## src/rtl/uart_rx_word_if.sv

```systemverilog
// rtl/uart_rx_word_if.sv - serial line and word-delivery signals of the 64-bit UART receiver
interface uart_rx_word_if;
  logic        rx;
  logic [63:0] rx_reg;
  logic        rx_dv;
  logic        rx_busy;
  logic        frame_err;
  logic [2:0]  byte_idx;

  modport master (
    output rx,
    input  rx_reg, rx_dv, rx_busy, frame_err, byte_idx
  );

  modport slave (
    input  rx,
    output rx_reg, rx_dv, rx_busy, frame_err, byte_idx
  );
endinterface

```

## src/rtl/uart_rx_word.sv

```systemverilog
// rtl/uart_rx_word.sv - 8N1 LSB-first UART receiver packing eight bytes into one 64-bit word
// Partial words are dropped on a framing error or after TIMEOUT_BITS idle bit-times.
module uart_rx_word #(
  parameter int CLKS_PER_BIT = 87,
  parameter int TIMEOUT_BITS = 20
) (
  input  logic          clk,
  input  logic          rst,
  uart_rx_word_if.slave bus
);
  localparam int CW     = (CLKS_PER_BIT > 1) ? $clog2(CLKS_PER_BIT) : 1;
  localparam int TO_CYC = TIMEOUT_BITS * CLKS_PER_BIT;
  localparam int IW     = $clog2(TO_CYC + 1);
  localparam logic [CW-1:0] BIT_END = CW'(CLKS_PER_BIT - 1);
  localparam logic [CW-1:0] MID_BIT = CW'((CLKS_PER_BIT - 1) / 2);
  localparam logic [IW-1:0] TO_END  = IW'(TO_CYC - 1);

  typedef enum logic [2:0] {IDLE, START, DATA, STOP, WAIT_HIGH} state_t;

  state_t        state;
  logic          rx_meta, rx_s;
  logic [CW-1:0] clk_cnt;
  logic [2:0]    bit_cnt;
  logic [7:0]    shift;
  logic [55:0]   buffer;
  logic [IW-1:0] idle_cnt;
  logic [63:0]   rx_reg_q;
  logic          rx_dv_q, frame_err_q, rx_busy_q;
  logic [2:0]    byte_idx_q;

  assign bus.rx_reg    = rx_reg_q;
  assign bus.rx_dv     = rx_dv_q;
  assign bus.frame_err = frame_err_q;
  assign bus.rx_busy   = rx_busy_q;
  assign bus.byte_idx  = byte_idx_q;

  always_ff @(posedge clk or negedge rst) begin
    if (!rst) begin
      state       <= IDLE;
      rx_meta     <= 1'b1;
      rx_s        <= 1'b1;
      clk_cnt     <= '0;
      bit_cnt     <= '0;
      shift       <= '0;
      buffer      <= '0;
      idle_cnt    <= '0;
      rx_reg_q    <= '0;
      rx_dv_q     <= 1'b0;
      frame_err_q <= 1'b0;
      rx_busy_q   <= 1'b0;
      byte_idx_q  <= '0;
    end else begin
      rx_meta     <= bus.rx;
      rx_s        <= rx_meta;
      rx_dv_q     <= 1'b0;
      frame_err_q <= 1'b0;
      case (state)
        IDLE: begin
          // Timeout and start edge may coincide; clearing byte_idx here makes the new byte slot 0.
          if (byte_idx_q != 3'd0) begin
            if (idle_cnt == TO_END) begin
              byte_idx_q <= '0;
              idle_cnt   <= '0;
            end else begin
              idle_cnt <= idle_cnt + 1'b1;
            end
          end
          if (!rx_s) begin
            state     <= START;
            clk_cnt   <= '0;
            idle_cnt  <= '0;
            rx_busy_q <= 1'b1;
          end
        end
        START: begin
          if (clk_cnt == MID_BIT) begin
            clk_cnt <= '0;
            bit_cnt <= '0;
            if (rx_s) begin
              state     <= IDLE;
              rx_busy_q <= 1'b0;
            end else begin
              state <= DATA;
            end
          end else begin
            clk_cnt <= clk_cnt + 1'b1;
          end
        end
        DATA: begin
          if (clk_cnt == BIT_END) begin
            clk_cnt <= '0;
            shift   <= {rx_s, shift[7:1]};
            bit_cnt <= bit_cnt + 1'b1;
            if (bit_cnt == 3'd7) state <= STOP;
          end else begin
            clk_cnt <= clk_cnt + 1'b1;
          end
        end
        STOP: begin
          if (clk_cnt == BIT_END) begin
            clk_cnt <= '0;
            if (rx_s) begin
              state     <= IDLE;
              rx_busy_q <= 1'b0;
              if (byte_idx_q == 3'd7) begin
                rx_reg_q   <= {shift, buffer};
                rx_dv_q    <= 1'b1;
                byte_idx_q <= '0;
              end else begin
                buffer[{byte_idx_q, 3'b000} +: 8] <= shift;
                byte_idx_q <= byte_idx_q + 1'b1;
              end
            end else begin
              state       <= WAIT_HIGH;
              frame_err_q <= 1'b1;
              byte_idx_q  <= '0;
            end
          end else begin
            clk_cnt <= clk_cnt + 1'b1;
          end
        end
        WAIT_HIGH: begin
          if (rx_s) begin
            state     <= IDLE;
            rx_busy_q <= 1'b0;
          end
        end
        default: begin
          state     <= IDLE;
          rx_busy_q <= 1'b0;
        end
      endcase
    end
  end
endmodule

```

## src/flat_wrapper.sv

```systemverilog
// flat-port wrapper written by rule: the top's interface ports become plain ports
module uart_rx_word_flat 
#(
  parameter int CLKS_PER_BIT = 87,
  parameter int TIMEOUT_BITS = 20
)
  (clk, rst, bus_rx, bus_rx_reg, bus_rx_dv, bus_rx_busy, bus_frame_err, bus_byte_idx);
  uart_rx_word_if bus_i ();
  input  logic clk;
  input  logic rst;
  input wire logic [$bits(bus_i.rx)-1:0] bus_rx;
  output wire logic [$bits(bus_i.rx_reg)-1:0] bus_rx_reg;
  output wire logic [$bits(bus_i.rx_dv)-1:0] bus_rx_dv;
  output wire logic [$bits(bus_i.rx_busy)-1:0] bus_rx_busy;
  output wire logic [$bits(bus_i.frame_err)-1:0] bus_frame_err;
  output wire logic [$bits(bus_i.byte_idx)-1:0] bus_byte_idx;
  assign bus_i.rx = bus_rx;
  assign bus_rx_reg = bus_i.rx_reg;
  assign bus_rx_dv = bus_i.rx_dv;
  assign bus_rx_busy = bus_i.rx_busy;
  assign bus_frame_err = bus_i.frame_err;
  assign bus_byte_idx = bus_i.byte_idx;
  uart_rx_word #(.CLKS_PER_BIT(CLKS_PER_BIT), .TIMEOUT_BITS(TIMEOUT_BITS)) u_core (.clk(clk), .rst(rst), .bus(bus_i));
endmodule
```

## config.mk

```make
export PLATFORM = sky130hd
export DESIGN_NAME = uart_rx_word_flat
export DESIGN_NICKNAME = d
export VERILOG_FILES = /design/src/rtl/uart_rx_word_if.sv /design/src/rtl/uart_rx_word.sv /design/src/flat_wrapper.sv
export SDC_FILE = /design/constraint.sdc
export NUM_CORES = 1
export LEC_CHECK = 0
export CORE_MARGIN = 4
export CORE_UTILIZATION = 35
export CTS_CLUSTER_DIAMETER = 200
export CTS_CLUSTER_SIZE = 12
export DETAILED_ROUTE_END_ITERATION = 10
export PLACE_DENSITY = 0.59
export SETUP_SLACK_MARGIN = 0.05
export SYNTH_ARGS = -nofsm -noshare
export SYNTH_HDL_FRONTEND = slang
export SYNTH_SLANG_ARGS = --single-unit
export TNS_END_PERCENT = 5
```

## constraint.sdc

```tcl
create_clock -name clk -period 3.14 [get_ports clk]
set_input_delay 0.314 -clock clk [delete_from_list [all_inputs] [get_ports clk]]
set_output_delay 0.314 -clock clk [all_outputs]
set_load 0.03 [all_outputs]
```

* Yosys cells after proc, flatten, opt, wreduce, memory -nomap -nowiden
Index checks and enable logic that the tools add are counted.
** Storage, ports and cells
- Bits in registers :: 160
- Input bits :: 3
- Word-level logic and storage cells :: 93
** Cells by class
- Equality and inequality tests :: 18
- Multiplexer cells :: 38
- Shifts and indexed selects :: 2
- Bitwise logic cells :: 2
- Reduce and logical (&&, ||, !) cells :: 15
- $add $sub $neg :: 5
** Operators by type and width (number)
- $bwmux W56 :: 1
- $shift A8 B8 Y56 const A :: 1
- $shiftx A8 B8 Y56 :: 1
- $mux W3 :: 14
- $mux W11 :: 3
- $mux W7 :: 3
- $pmux W7 S3 :: 1
- $reduce_and A4 Y1 :: 4
- $pmux W3 S5 :: 1
- $ne A2 B1 Y1 const B :: 7
- $pmux W3 S2 :: 2
- $add A11 B1 Y11 const B :: 1
- $eq A11 B11 Y1 const B :: 1
- $mux W1 :: 11
- $eq A3 B3 Y1 const B :: 3
- $neg A6 Y8 :: 1
- $add A7 B1 Y7 const B :: 1
- $eq A7 B6 Y1 const B :: 1
- $eq A7 B7 Y1 const B :: 1
- $add A3 B1 Y3 const B :: 2
- $eq A3 B2 Y1 const B :: 2
- $reduce_and A2 Y1 :: 3
- $reduce_and A6 Y1 :: 1
- $reduce_bool A3 Y1 :: 2
- 9 further kinds :: 12

* Longest topological paths before layout
- Depth after elaboration :: 5
- Depth in mapped cells :: 8
- Depth with buffers taken out :: 7

* Worst setup path before layout
OpenSTA, ideal clock, no wires.
- Path type :: reg-to-reg
- From :: register u_core.byte_idx_q[0] (netlist: u_core.bus.byte_idx[0])
- To :: register u_core.buffer[24]
- Required time :: 3.015 ns
- Stages on the path, launching flop included :: 6
- Path buffers :: 0
- Arrival :: 2.257 ns
- Path slack :: 0.758 ns
- Cell sequence :: dfrtp_1 -> ha_1 -> ha_1 -> nor4_4 -> nand4_2 -> mux2_2
** Between the ends
- Cells in the longest elaborated chain, start to end :: 3
** RTL lines
- start: declaration :: RTL line uart_rx_word.sv:29 : logic [2:0] byte_idx_q;
- start signal: assignment :: RTL line uart_rx_word.sv:111 : byte_idx_q <= byte_idx_q + 1'b1;
- $neg A6 Y8 / $eq A3 B3 Y1 (equally long branches) :: RTL line uart_rx_word.sv:110, uart_rx_word.sv:105
- $shiftx A8 B8 Y56, or another cell as far along :: RTL line uart_rx_word.sv:110 : buffer[{byte_idx_q, 3'b000} +: 8] <= shift;
- $bwmux W56 / $reduce_and A4 Y1 (equally long branches)
- end signal: indexed assignment :: RTL line uart_rx_word.sv:110
- end: declaration :: RTL line uart_rx_word.sv:25 : logic [55:0] buffer;
Several ways; a longest one is shown, not always the timed one.
A chain may end at the register's enable or synchronous reset.

* Final worst setup path
- From :: register u_core.byte_idx_q[0] (netlist: u_core.bus.byte_idx[0])
- To :: register u_core.buffer[23]
The elaborated chain is that of the path after synthesis.

==> summary.md <==
| Metric | Value |
|---|---|
| Placer Congestion | 0.7733 |
| Final HPWL DP | 9951 µm |
| Netlist cell types | 60 |
| Starting Density | roughly 36% |
| Yosys top cell by area | dfrtp_1 |
| # hold bufs at CTS | 1 |
| Slew headroom | 40.13% |
| CP max stage delay | roughly 0.60 ns |
| Total gr overflow | 0 |
| RSZ-0062 raised after global routing | no |
| EDFF count, synth | 0 |
| Antenna-violating nets left | 0 |
| Share of layout cells above drive strength 1 | between 20 and 30% |
| Max FFs per register | 64 |
| Row cnt | 51 |
| Final #Nets | 613 |
| Drt total wl | 14320 µm |
| Num CTS Buffers | 17 |
| Routed vias | 4310 |
| CTS tree | built |
| Drt via density | 4.920 |
| Commonest cells in the netlist | dfrtp_1, mux2_2, nand2_1 |
| CORE AREA | approximately 0.02 mm² |
| Ranking of synthesized cells by area | dfrtp_1, mux2_2, ha_1 |
| # diodes | 0 |
| Leakage dissipation | 0.004035 µW |
| Die ar. | 0.02218 mm² |
| Die Y | 148.9 µm |
| Seq/Total Area, Yosys | 57.63% |
| Post-CTS Setup Bufs | 0 |
| Area of the multi-input gates | 0.002773 mm² |
| Fin crit share | 85.61% |
| Sequential cell area | about 0.004 mm² |
| Post-Synthesis Cells | 518 |
| Post-synth top area share | a little under three fifths |
| Final hold violation count | 0 |
| Endpoint class of the critical path | register |
| Max-slew violation count | 0 |
| Largest net degree at the start of global routing | slightly below 70 |
| Hold WS | just under 0.3 ns |
| Worst Setup Slack, final | 0.4519 ns |
| Worst path cell trace | ha_1, ha_1, nor4_4, nand4_2, mux2_2 |
| Crit path launch | u_core.bus.byte_idx[0] |
| Antenna violations before repair | 0 |
| Crit path launch type | register |
| FMAX | around 370 MHz |
| Min-delay src | bus_rx |
| Syn Area/Cell | 13.42 µm² |
| Die width | 148.9 µm |
| Worst path bufs/invs | 0 |
| Worst vdd ir | ~350 µV |
| FILL cells | 1772 |
| Yosys warns | 0 |
| Post-Syn Area | 0.006952 mm² |
| R2R Path Start | u_core.bus.byte_idx[0] |
| Worst path required time | 3.44 ns |
| Post-synthesis register bit count | 160 |
| CP max stage cell | nor4_4 |
| Setup violators final | 0 |
| Crit Path Class | reg2reg |
| Worst-case clock buffer depth | 2 |
| Max-cap check violation count | 0 |
| Worst clock skew | approximately 0.015 ns |
| Family with the most delay on the worst path | simple AND/OR/NAND/NOR gates |
| Num Clock Sinks | 160 |
| Number of DRC markers in iteration 0 | 237 |
| Routed wire per std cell | 16.34 µm |
| H-tree depth | 4 |
| Fraction of registers with async set/reset | 100.0% |
| Most frequent cell after synthesis | dfrtp_1 |
| Global-route wire length before repair | 23840 µm |
| Status | finished clean |
| Skew-Pair Late Insertion Delay | ~0.42 ns |
| Cts repair resizes | 0 |
| Cell mode on critical path | ha_1 |
| IO Port Bufs | 72 |
| Post-route minimum period | 2.688 ns |
| Num ports | 73 |
| Hold Crit Class | in2reg |
| Clk root buf | clkbuf_16 |
| Setup tns final | 0 ns |
| DR pass1 iterations | 4 |
| Pwr/cell area | around 500 mW/mm² |
| Pwr Total | between 4000 and 5000 µW |
| GR Util All Layers | 13.47% |
| Slew @ Worst Pin | 0.8961 ns |
| Area grow syn2layout | 22.88% |
| Syn Nets | approximately 530 |
| DRC violations left | 0 |
| Vias in the first global route | 4493 |
| Reg clk slew, reported paths | 0.06 ns |
| Main synth FF type | dfrtp_1 |
| Crit path DAT | 2.99 ns |
| Worst-path fanout max | 16 |
| Dpl ws | a little under 0.5 ns |
==> worst paths after layout <==
check                                        to  slack (ns)  cells after the start
setup / recovery              u_core.buffer[23]        0.45                      5
hold / removal                   u_core.rx_meta        0.30                      1
setup reg to reg              u_core.buffer[23]        0.45                      5
hold reg to reg                     u_core.rx_s        0.36                      0
max in group asynchronous     u_core.buffer[51]        1.84                      3
min in group asynchronous  u_core.bus.rx_reg[6]        0.44                      2
==> power breakdown <==
part,leakage (µW),internal [µW],total (µW),switching [µW]
sequential,0.00222,2080,2100,25.3
clock,0.000276,1160,1980,822
combinational,0.00154,29.8,109,79.2
==> cells in the final DEF (no fill, tap or decap), types with 12 or more instances in the layout <==
master,n
clkbuf_16,17
clkdlybuf4s50_1,71
dfrtp_1,158
ha_1,12
inv_1,17
mux2_2,124
nand2_1,33
nor2_1,16
o21ai_0,13
==> final cells by class <==
type	count	share of cell area, %
sequential	160	46.90
multi-input combinational	324	32.46
timing repair buffer	78	9.301
clock buffer	21	5.508
tap	265	3.882
clock inverter	11	1.201
inverter	17	0.7470
==> per-layer routing <==
metal	up-vias	share of wire, %	GRT usage (%)
li1	2042	-	-
met1	2173	47	18.05
met2	81	48	21.61
met3	14	4.0	3.099
met4	0	1.1	4.668
met5	-	0	0
==> cell families after synthesis <==
kind of cell             count (synthesis)  synth area share, %
AO/OA/AOI/OAI                           47                4.752
XOR/XNOR                                 4               0.5039
adder cells (fa/ha/maj)                 12                2.160
buffers and inverters                   34                2.556
flip-flops                             160                57.63
multiplexers                           134                21.53
AND/OR/NAND/NOR                        127                10.87
==> through the flow <==
step | cells | util (%) | cell area [µm²]
after floorplan | 518 | - | 6952
after global placement | 843 | 40.76 | 7959
after detailed placement | 843 | 40.76 | 7959
after CTS | 876 | 43.75 | 8542
after global routing | 876 | 43.75 | 8542
final | 876 | 43.75 | 8542
(Power assumes the default switching activity.)
